===== src/rtl/alu_pkg.sv =====
// Shared opcode constants, flag bit positions and FSM state encoding for the
// ALU arbiter.
package alu_pkg;

  localparam logic [2:0] OP_ADD   = 3'b000;
  localparam logic [2:0] OP_SUB   = 3'b001;
  localparam logic [2:0] OP_AND   = 3'b010;
  localparam logic [2:0] OP_OR    = 3'b011;
  localparam logic [2:0] OP_MUL   = 3'b100;
  localparam logic [2:0] OP_PASSB = 3'b101;

  // resp_flag = {neg, zero, carry, overflow}
  localparam int FLAG_NEG   = 3;
  localparam int FLAG_ZERO  = 2;
  localparam int FLAG_CARRY = 1;
  localparam int FLAG_OVF   = 0;

  typedef enum logic [1:0] {
    ST_IDLE = 2'd0,
    ST_EXEC = 2'd1,
    ST_RESP = 2'd2
  } state_e;

endpackage


===== src/rtl/ALUComponent.sv =====
// Combinational N-bit ALU. Carry is the carry-out for ADD, the borrow for SUB
// and "upper product half nonzero" for MUL; overflow is signed overflow for
// ADD/SUB. Unassigned opcodes (110/111) fall back to ADD.
module ALUComponent
  import alu_pkg::*;
#(
  parameter int N = 32
) (
  input  logic [N-1:0] a_i,
  input  logic [N-1:0] b_i,
  input  logic [2:0]   sel_i,
  output logic [N-1:0] out_o,
  output logic [3:0]   flag_o
);

  logic [N:0]     sum;
  logic [N:0]     diff;
  logic [2*N-1:0] prod;
  logic [N-1:0]   res;
  logic           carry;
  logic           ovf;

  assign sum  = {1'b0, a_i} + {1'b0, b_i};
  assign diff = {1'b0, a_i} - {1'b0, b_i};
  assign prod = {{N{1'b0}}, a_i} * {{N{1'b0}}, b_i};

  // Opcode decode: result plus carry/overflow, then derive neg/zero.
  always_comb begin
    res   = sum[N-1:0];
    carry = sum[N];
    ovf   = (a_i[N-1] == b_i[N-1]) && (sum[N-1] != a_i[N-1]);
    case (sel_i)
      OP_ADD: begin
        res   = sum[N-1:0];
        carry = sum[N];
        ovf   = (a_i[N-1] == b_i[N-1]) && (sum[N-1] != a_i[N-1]);
      end
      OP_SUB: begin
        res   = diff[N-1:0];
        carry = diff[N];
        ovf   = (a_i[N-1] != b_i[N-1]) && (diff[N-1] != a_i[N-1]);
      end
      OP_AND: begin
        res   = a_i & b_i;
        carry = 1'b0;
        ovf   = 1'b0;
      end
      OP_OR: begin
        res   = a_i | b_i;
        carry = 1'b0;
        ovf   = 1'b0;
      end
      OP_MUL: begin
        res   = prod[N-1:0];
        carry = |prod[2*N-1:N];
        ovf   = 1'b0;
      end
      OP_PASSB: begin
        res   = b_i;
        carry = 1'b0;
        ovf   = 1'b0;
      end
      default: ;
    endcase
    out_o              = res;
    flag_o             = '0;
    flag_o[FLAG_NEG]   = res[N-1];
    flag_o[FLAG_ZERO]  = (res == '0);
    flag_o[FLAG_CARRY] = carry;
    flag_o[FLAG_OVF]   = ovf;
  end

endmodule


===== src/rtl/alu_arbiter.sv =====
// Two-requester round-robin front end for a single shared ALU. One operation
// in flight: IDLE accepts, EXEC captures the ALU result, RESP holds it until
// the consumer takes it.
module alu_arbiter
  import alu_pkg::*;
#(
  parameter int N = 32
) (
  input  logic           clk,
  input  logic           rst,
  input  logic [1:0]     req_valid,
  output logic [1:0]     req_ready,
  input  logic [2*N-1:0] req_a,
  input  logic [2*N-1:0] req_b,
  input  logic [5:0]     req_sel,
  output logic           resp_valid,
  input  logic           resp_ready,
  output logic           resp_id,
  output logic [N-1:0]   resp_out,
  output logic [3:0]     resp_flag,
  output logic           resp_err,
  output logic [15:0]    op_count
);

  state_e         state_q, state_d;
  logic           last_grant_q, last_grant_d;
  logic [N-1:0]   a_q, a_d;
  logic [N-1:0]   b_q, b_d;
  logic [2:0]     sel_q, sel_d;
  logic           id_q, id_d;
  logic           resp_valid_q, resp_valid_d;
  logic           resp_id_q, resp_id_d;
  logic [N-1:0]   resp_out_q, resp_out_d;
  logic [3:0]     resp_flag_q, resp_flag_d;
  logic           resp_err_q, resp_err_d;
  logic [15:0]    op_count_q, op_count_d;

  logic           gnt_id;
  logic           accept;
  logic [N-1:0]   alu_out;
  logic [3:0]     alu_flag;

  // The ALU only ever sees the latched operands, never the live request bus.
  ALUComponent #(.N(N)) u_alu (
    .a_i    (a_q),
    .b_i    (b_q),
    .sel_i  (sel_q),
    .out_o  (alu_out),
    .flag_o (alu_flag)
  );

  // Round-robin pick: on a tie the requester not granted last wins.
  always_comb begin
    case (req_valid)
      2'b10:   gnt_id = 1'b1;
      2'b11:   gnt_id = ~last_grant_q;
      default: gnt_id = 1'b0;
    endcase
    req_ready = 2'b00;
    if (state_q == ST_IDLE && !rst)
      req_ready = req_valid & (gnt_id ? 2'b10 : 2'b01);
    accept = |req_ready;
  end

  // Next-state and datapath capture for IDLE -> EXEC -> RESP -> IDLE.
  always_comb begin
    state_d      = state_q;
    last_grant_d = last_grant_q;
    a_d          = a_q;
    b_d          = b_q;
    sel_d        = sel_q;
    id_d         = id_q;
    resp_valid_d = resp_valid_q;
    resp_id_d    = resp_id_q;
    resp_out_d   = resp_out_q;
    resp_flag_d  = resp_flag_q;
    resp_err_d   = resp_err_q;
    op_count_d   = op_count_q;
    case (state_q)
      ST_IDLE: begin
        if (accept) begin
          a_d          = gnt_id ? req_a[2*N-1:N] : req_a[N-1:0];
          b_d          = gnt_id ? req_b[2*N-1:N] : req_b[N-1:0];
          sel_d        = gnt_id ? req_sel[5:3]   : req_sel[2:0];
          id_d         = gnt_id;
          last_grant_d = gnt_id;
          state_d      = ST_EXEC;
        end
      end
      ST_EXEC: begin
        resp_out_d   = alu_out;
        resp_flag_d  = alu_flag;
        resp_err_d   = (sel_q[2:1] == 2'b11);
        resp_id_d    = id_q;
        resp_valid_d = 1'b1;
        state_d      = ST_RESP;
      end
      ST_RESP: begin
        if (resp_ready) begin
          resp_valid_d = 1'b0;
          op_count_d   = op_count_q + 16'd1;
          state_d      = ST_IDLE;
        end
      end
      default: state_d = ST_IDLE;
    endcase
  end

  // State registers; reset drops any in-flight operation and biases the
  // first tie toward requester 0.
  always_ff @(posedge clk) begin
    if (rst) begin
      state_q      <= ST_IDLE;
      last_grant_q <= 1'b1;
      a_q          <= '0;
      b_q          <= '0;
      sel_q        <= '0;
      id_q         <= 1'b0;
      resp_valid_q <= 1'b0;
      resp_id_q    <= 1'b0;
      resp_out_q   <= '0;
      resp_flag_q  <= '0;
      resp_err_q   <= 1'b0;
      op_count_q   <= '0;
    end else begin
      state_q      <= state_d;
      last_grant_q <= last_grant_d;
      a_q          <= a_d;
      b_q          <= b_d;
      sel_q        <= sel_d;
      id_q         <= id_d;
      resp_valid_q <= resp_valid_d;
      resp_id_q    <= resp_id_d;
      resp_out_q   <= resp_out_d;
      resp_flag_q  <= resp_flag_d;
      resp_err_q   <= resp_err_d;
      op_count_q   <= op_count_d;
    end
  end

  assign resp_valid = resp_valid_q;
  assign resp_id    = resp_id_q;
  assign resp_out   = resp_out_q;
  assign resp_flag  = resp_flag_q;
  assign resp_err   = resp_err_q;
  assign op_count   = op_count_q;

endmodule


===== config.mk =====
export PLATFORM = sky130hd
export DESIGN_NAME = alu_arbiter
export DESIGN_NICKNAME = d
export VERILOG_FILES = /design/src/rtl/alu_pkg.sv /design/src/rtl/ALUComponent.sv /design/src/rtl/alu_arbiter.sv
export SDC_FILE = /design/constraint.sdc
export NUM_CORES = 2
export LEC_CHECK = 0
export CORE_UTILIZATION = 65
export DETAILED_ROUTE_END_ITERATION = 10
export GPL_ROUTABILITY_DRIVEN = 0
export PLACE_DENSITY_LB_ADDON = 0.1
export SYNTH_ARGS = -nofsm -noshare
export SYNTH_HDL_FRONTEND = slang
export SYNTH_HIERARCHICAL = 1
export SYNTH_SLANG_ARGS = --single-unit

===== constraint.sdc =====
create_clock -name clk -period 11.8 [get_ports clk]
set_input_delay 2.36 -clock clk [delete_from_list [all_inputs] [get_ports clk]]
set_output_delay 2.36 -clock clk [all_outputs]
set_load 0.01 [all_outputs]

==> Word level (Yosys, flattened, before mapping) <==
Index checks and enable logic that the tools add are counted.
{ "classes": {"addsub": 3, "multipliers": 1, "div_mod_pow": 0, "n_lt_le_gt_ge": 0, "eq_ne": 16, "shifts": 0, "n_mux": 14, "bitwise_logic": 4, "reduce_logical": 15} }
{ "ops": {"columns": ["op", "n"], "rows": [
  ["$pmux 32 s5", 1],
  ["$mul 32x32->64", 1],
  ["$mux 32", 2],
  ["$add 32x32->33", 1],
  ["$sub 32x32->33", 1],
  ["$and 32x32->32", 1],
  ["$logic_not 32->1", 1],
  ["$or 32x32->32", 1],
  ["$reduce_or 32->1", 1],
  ["$add 16x1->16 const B", 1],
  ["$eq 2x2->1 const B", 4],
  ["$mux 2", 4],
  ["$reduce_and 2->1", 4],
  ["$eq 3x2->1 const B", 2],
  ["$eq 3x3->1 const B", 2],
  ["$pmux 1 s2", 3],
  ["$pmux 2 s3", 1],
  ["$ne 2x2->1 const B", 2],
  ["$reduce_or 4->1", 1],
  ["$eq 3x1->1 const B", 1],
  ["$logic_and 1x1->1", 3],
  ["$mux 3", 1],
  ["$ne 1x1->1", 3],
  ["$pmux 1 s3", 1],
  ["10 further kinds", 10]
]} }
{ "word_totals": {"reg_bits": 126, "latch_bits": 0, "mem_bits_rw": 0, "romBits": 0, "in_bits": 139, "output_inout_bits": 57, "word_cells": 65, "mem_count": 0} }

==> Longest topological paths before layout <==
{ "depth": {"depth_word": 8, "ltp_mapped": 35} }

==> By module <==
The synthesis kept the hierarchy.
{ "modules_own_cells": {"columns": ["module", "n_inst", "cells_per_inst", "area_each_um2", "seq_area_each_um2"], "rows": [
  ["ALUComponent", 1, 4401, 36931.7, 0.0],
  ["alu_arbiter", 1, 572, 5186.2, 2522.4]
]} }

==> Worst setup path after synthesis <==
Ideal clock, no wire load.
{ "synth_path": {"path_kind": "reg2reg", "from": "register b_q[9]", "to": "register resp_flag_q[1], in the netlist resp_flag[1]", "setup_time_ns": 0.132, "arrival_time_ns": 8.283, "required_ns": 11.668, "path_slack_ns": 3.384, "path_stages_with_launch": 32, "n_path_buf": 4, "path_cell_list": "dfxtp_1 > clkbuf_1 > clkinv_1 > buf_1 > nor2_1 > fa_1 > fa_1 > inv_1 > fa_1 > fa_1 > inv_1 > fa_1 > fa_1 > fa_1 > fa_1 > ha_1 > clkbuf_1 > nand2_1 > o21ai_0 > a22oi_1 > o211ai_1 > nor4_1 > o31a_1 > or3b_2 > nor3_1 > nor4_1 > xnor2_1 > nor4_1 > a31oi_1 > buf_4 > nand2_1 > a21oi_1"} }
{ "synth_between": {"elab_chain_len": 3, "word_cells_on_any_way": 5} }
{ "synth_rtl": {"columns": ["element", "line_no", "text"], "rows": [
  ["from (decl)", "alu_arbiter.sv:28", "logic [N-1:0] b_q, b_d;"],
  ["from (signal assigned)", "alu_arbiter.sv:116", "b_q <= '0;"],
  ["from (signal assigned)", "alu_arbiter.sv:129", "b_q <= b_d;"],
  ["$mul 32x32->64", "ALUComponent.sv:25", "assign prod = {{N{1'b0}}, a_i} * {{N{1'b0}}, b_i};"],
  ["$reduce_or 32->1", "ALUComponent.sv:55", "carry = |prod[2*N-1:N];"],
  ["$pmux 1 s3 (*)", "ALUComponent.sv:32", "case (sel_i)"],
  ["net u_alu.carry", "ALUComponent.sv:20", "logic carry;"],
  ["to (signal assigned)", "alu_arbiter.sv:135", "resp_flag_q <= resp_flag_d;"],
  ["to (decl)", "alu_arbiter.sv:34", "logic [3:0] resp_flag_q, resp_flag_d;"]
]} }
The timed path passes the listed nets; every way through them passes the cells marked *.
A chain may end at the register's enable or synchronous reset.

==> Final worst setup path <==
{ "layout_path": {"from": "register b_q[6]", "to": "register resp_flag_q[1], in the netlist resp_flag[1]"} }
{ "layout_between": {"elab_chain_len": 3, "word_cells_on_any_way": 5} }
{ "layout_rtl": {"columns": ["element", "line_no", "text"], "rows": [
  ["$mul 32x32->64", "ALUComponent.sv:25", null],
  ["$reduce_or 32->1", "ALUComponent.sv:55", null],
  ["$pmux 1 s3 (*)", "ALUComponent.sv:32", null],
  ["net alu_flag[1]", "alu_arbiter.sv:41", "logic [3:0] alu_flag;"]
]} }
Marks and branches as above.

==> impl_results.md <==
* Total Wirelength at 161,000 um
* Die Y at 257 um
* Dpl cells at 5,800
* Worst R2R Setup Slack at 1.15 ns
* Post-Syn Area at 42,100 um^2
* CP Max Fanout at 14
* Nets@finish at 6,370
* Final Non-Filler Cells at 5,835
* Peak supply drop at 0.138 mV
* Filler cell count at 5,089
* Most common cell after layout, fill and taps aside: fa_1
* Max incr delay on CP at 0.93 ns
* CP max-delay cell: nor4_1
* EDFF count, synth at 0
* Arr. time, crit path at 10.95 ns
* Fin. Hold Viols at 0
* Die width at 257 um
* Post-route setup TNS at 0 ns
* Library cells used by synthesis at 95
* Overflow after GRT at 0
* Hold crit path type: flop to flop
* Max Slew Vio Count at 0
* Post-Syn Instances at 4,973
* Share of cells above drive strength 1 at 0.0377
* Most frequent cells in the layout: fa_1 (898), inv_1 (768), nor2_1 (766), nand2_1 (626), ha_1 (360)
* Clk_skew at 0.0180 ns
* Antenna viol nets, final at 0
* Via count of the first global-routing pass at 39.0k
* Worst Tran Pin Value at 1.48 ns
* CP most frequent cell: fa_1
* Seq cells post-synth at 126
* Root buf cell: clkbuf_16
* DP HPWL at 122,000 um
* Die footprint at 65,800 um^2
* Clk buf depth at 2
* Critical path launch point type: flop
* Core ar. at 63,500 um^2
* Hold slack at 0.453 ns
* Hold buffers post-CTS at 0
* Drt wl/cell at 27.6 um
* Leak at 18.3 nW
* Clock Sinks at 126
* FMAX at 93.9 MHz
* Row count at 92
* Post-CTS setup buffers at 0
* Setup violations, final at 0
* Sequential area share after synthesis at 0.0599
* Failing checks: DRC
* Final routed DRC violation total at 1
* Post-Syn Area per Cell at 8.47 um^2
* Final period util at 0.903
* Dominant synthesized flop cell: dfxtp_1
* Max Cap Violations at 0
* DRT iter0 DRCs at 5,418
* Crit path time final at 10.65 ns
* TritonCTS clock tree: yes
* Worst setup EP type: flop
* Top Ports at 196
* Ys Warns at 6
* Layout area overhead at 7.47%
* Clock Latency Late Sink at 0.45 ns
* Post-CTS Resized at 0
* PwrDens at 114 nW/um^2
* Crit Path Class: flop to flop
* Vias at 38.7k
* Reg clk slew, reported paths at 0.07 ns
* CTS Buf Count at 17
* Slew margin rel. at 0.0128
* Vias per std cell at 6.64
* IO buf count at 195
* Largest net degree at the start of global routing at 72
* Syn nets at 6,370
* Post-synthesis async set-or-reset flop share at 0
* Total GRT Usage at 0.494
* Drt pass-1 iters at 11
* Crit path required time at 12.10 ns
* First-pass GRT wire length at 238,000 um
* CTS H-tree lvls at 4
* Initial Utilization at 0.663
* RSZ-0062 raised after global routing: false
* Status: complete, but fails checks
* Initial antenna violation count at 9
-- final cells by class --
cell class | count | area [um^2] | area share
clock buffers | 18 | 439 | 0.00970
flip-flops and latches | 126 | 2520 | 0.0558
multi-input cells | 3733 | 35300 | 0.780
repair buffers | 301 | 2750 | 0.0606
clock inverters | 14 | 181 | 0.00401
diodes | 3 | 7.51 | 0.000166
well taps | 846 | 1060 | 0.0234
inverters | 794 | 2980 | 0.0658
-- routing by layer --
layer / track usage / vias to the layer above / part of all wire
li1: - / 15600 / -
met1: 0.617 / 18700 / 0.34
met5: 0 / - / 0.00045
met4: 0.298 / 10 / 0.080
met3: 0.253 / 933 / 0.18
met2: 0.677 / 3515 / 0.40
-- synthesized netlist by cell type (10+ instances only) --
| cell type | number | area, um^2 |
|---|---|---|
| fa_1 | 898 | 18000 |
| inv_1 | 769 | 2890 |
| nor2_1 | 766 | 2880 |
| nand2_1 | 626 | 2350 |
| ha_1 | 360 | 4500 |
| clkbuf_1 | 220 | 826 |
| a21oi_1 | 194 | 971 |
| dfxtp_1 | 126 | 2520 |
| o21ai_0 | 103 | 515 |
| a211oi_1 | 82 | 616 |
| mux2i_1 | 72 | 721 |
| xnor2_1 | 59 | 517 |
| buf_1 | 57 | 214 |
| nand4_1 | 42 | 263 |
| nor3_1 | 36 | 180 |
| a21o_1 | 28 | 210 |
| nand3_1 | 27 | 135 |
| o22ai_1 | 27 | 169 |
| buf_2 | 24 | 120 |
| o21a_1 | 22 | 165 |
| clkinv_1 | 20 | 75.1 |
| nor2b_1 | 20 | 125 |
| o21bai_1 | 20 | 150 |
| o211ai_1 | 19 | 143 |
| buf_4 | 18 | 135 |
| a31oi_1 | 17 | 106 |
| xor2_1 | 17 | 149 |
| nand2b_1 | 16 | 100 |
| nor4_1 | 16 | 100 |
| or3_1 | 15 | 93.8 |
| a22oi_1 | 14 | 105 |
| o221ai_1 | 12 | 105 |
| o31ai_1 | 12 | 90.1 |
| a221oi_1 | 11 | 96.3 |
| or4_1 | 11 | 82.6 |
| a21boi_0 | 10 | 75.1 |
| a222oi_1 | 10 | 100 |
| and2_1 | 10 | 62.6 |
| and3_1 | 10 | 62.6 |
-- cell families (layout without fill, tap and decap cells) --
logic type | after synthesis | count (layout) | share of synthesized area
other | 0 | 3 | 0
multiplexers | 78 | 78 | 0.0187
AND/OR/NAND/NOR | 1638 | 1638 | 0.161
buffers and inverters | 1114 | 1127 | 0.102
AO/OA/AOI/OAI | 683 | 683 | 0.109
adder cells (fa/ha/maj) | 1258 | 1258 | 0.534
flip-flops | 126 | 126 | 0.0599
XOR/XNOR | 76 | 76 | 0.0158
-- report_power, final --
group	leakage, nW	switching [W]	internal (W)	total [W]
clock	0.302	0.000226	0.000342	0.000568
combinational	17.0	0.00270	0.00139	0.00409
sequential	1.03	0.0000580	0.000462	0.000520
-- state kept, by name, indices dropped and copies added (netlist names) --
register      cells
a_q              32
b_q              32
resp_out         32
op_count         16
resp_flag         4
sel_q             3
state_q           2
id_q              1
last_grant_q      1
resp_err          1
resp_id           1
resp_valid        1
-- worst max-delay path, delay by kind of cell, from the launching register on --
| family | cells | cell delay (ns) |
|---|---|---|
| buf+inv | 4 | 1.32 |
| flops | 1 | 0.76 |
| xor+xnor | 1 | 0.13 |
| simple gates | 9 | 2.75 |
| fa+ha+maj | 9 | 4.42 |
| compound gates | 4 | 1.10 |
-- path summary, 6_finish.rpt --
| kind | to | cells after the start | start |
|---|---|---|---|
| max reg2reg | resp_flag[1] | 27 | b_q[6] |
| max | resp_flag[1] | 27 | b_q[6] |
| min | resp_out[29] | 2 | resp_out[29] |
| min reg2reg | resp_out[29] | 2 | resp_out[29] |
-- per-stage QoR --
stage                     setup slack (ns)  cell area [um^2]  utilization  power, W
after floorplan                       3.38             42100            -   0.00310
after global placement                1.93             44600        0.702   0.00427
after detailed placement              1.70             44600        0.702   0.00433
after CTS                             1.70             45300        0.712   0.00493
after global routing                  1.12             45300        0.712   0.00542
final                                 1.15             45300        0.712   0.00518
(Power assumes the default switching activity.)
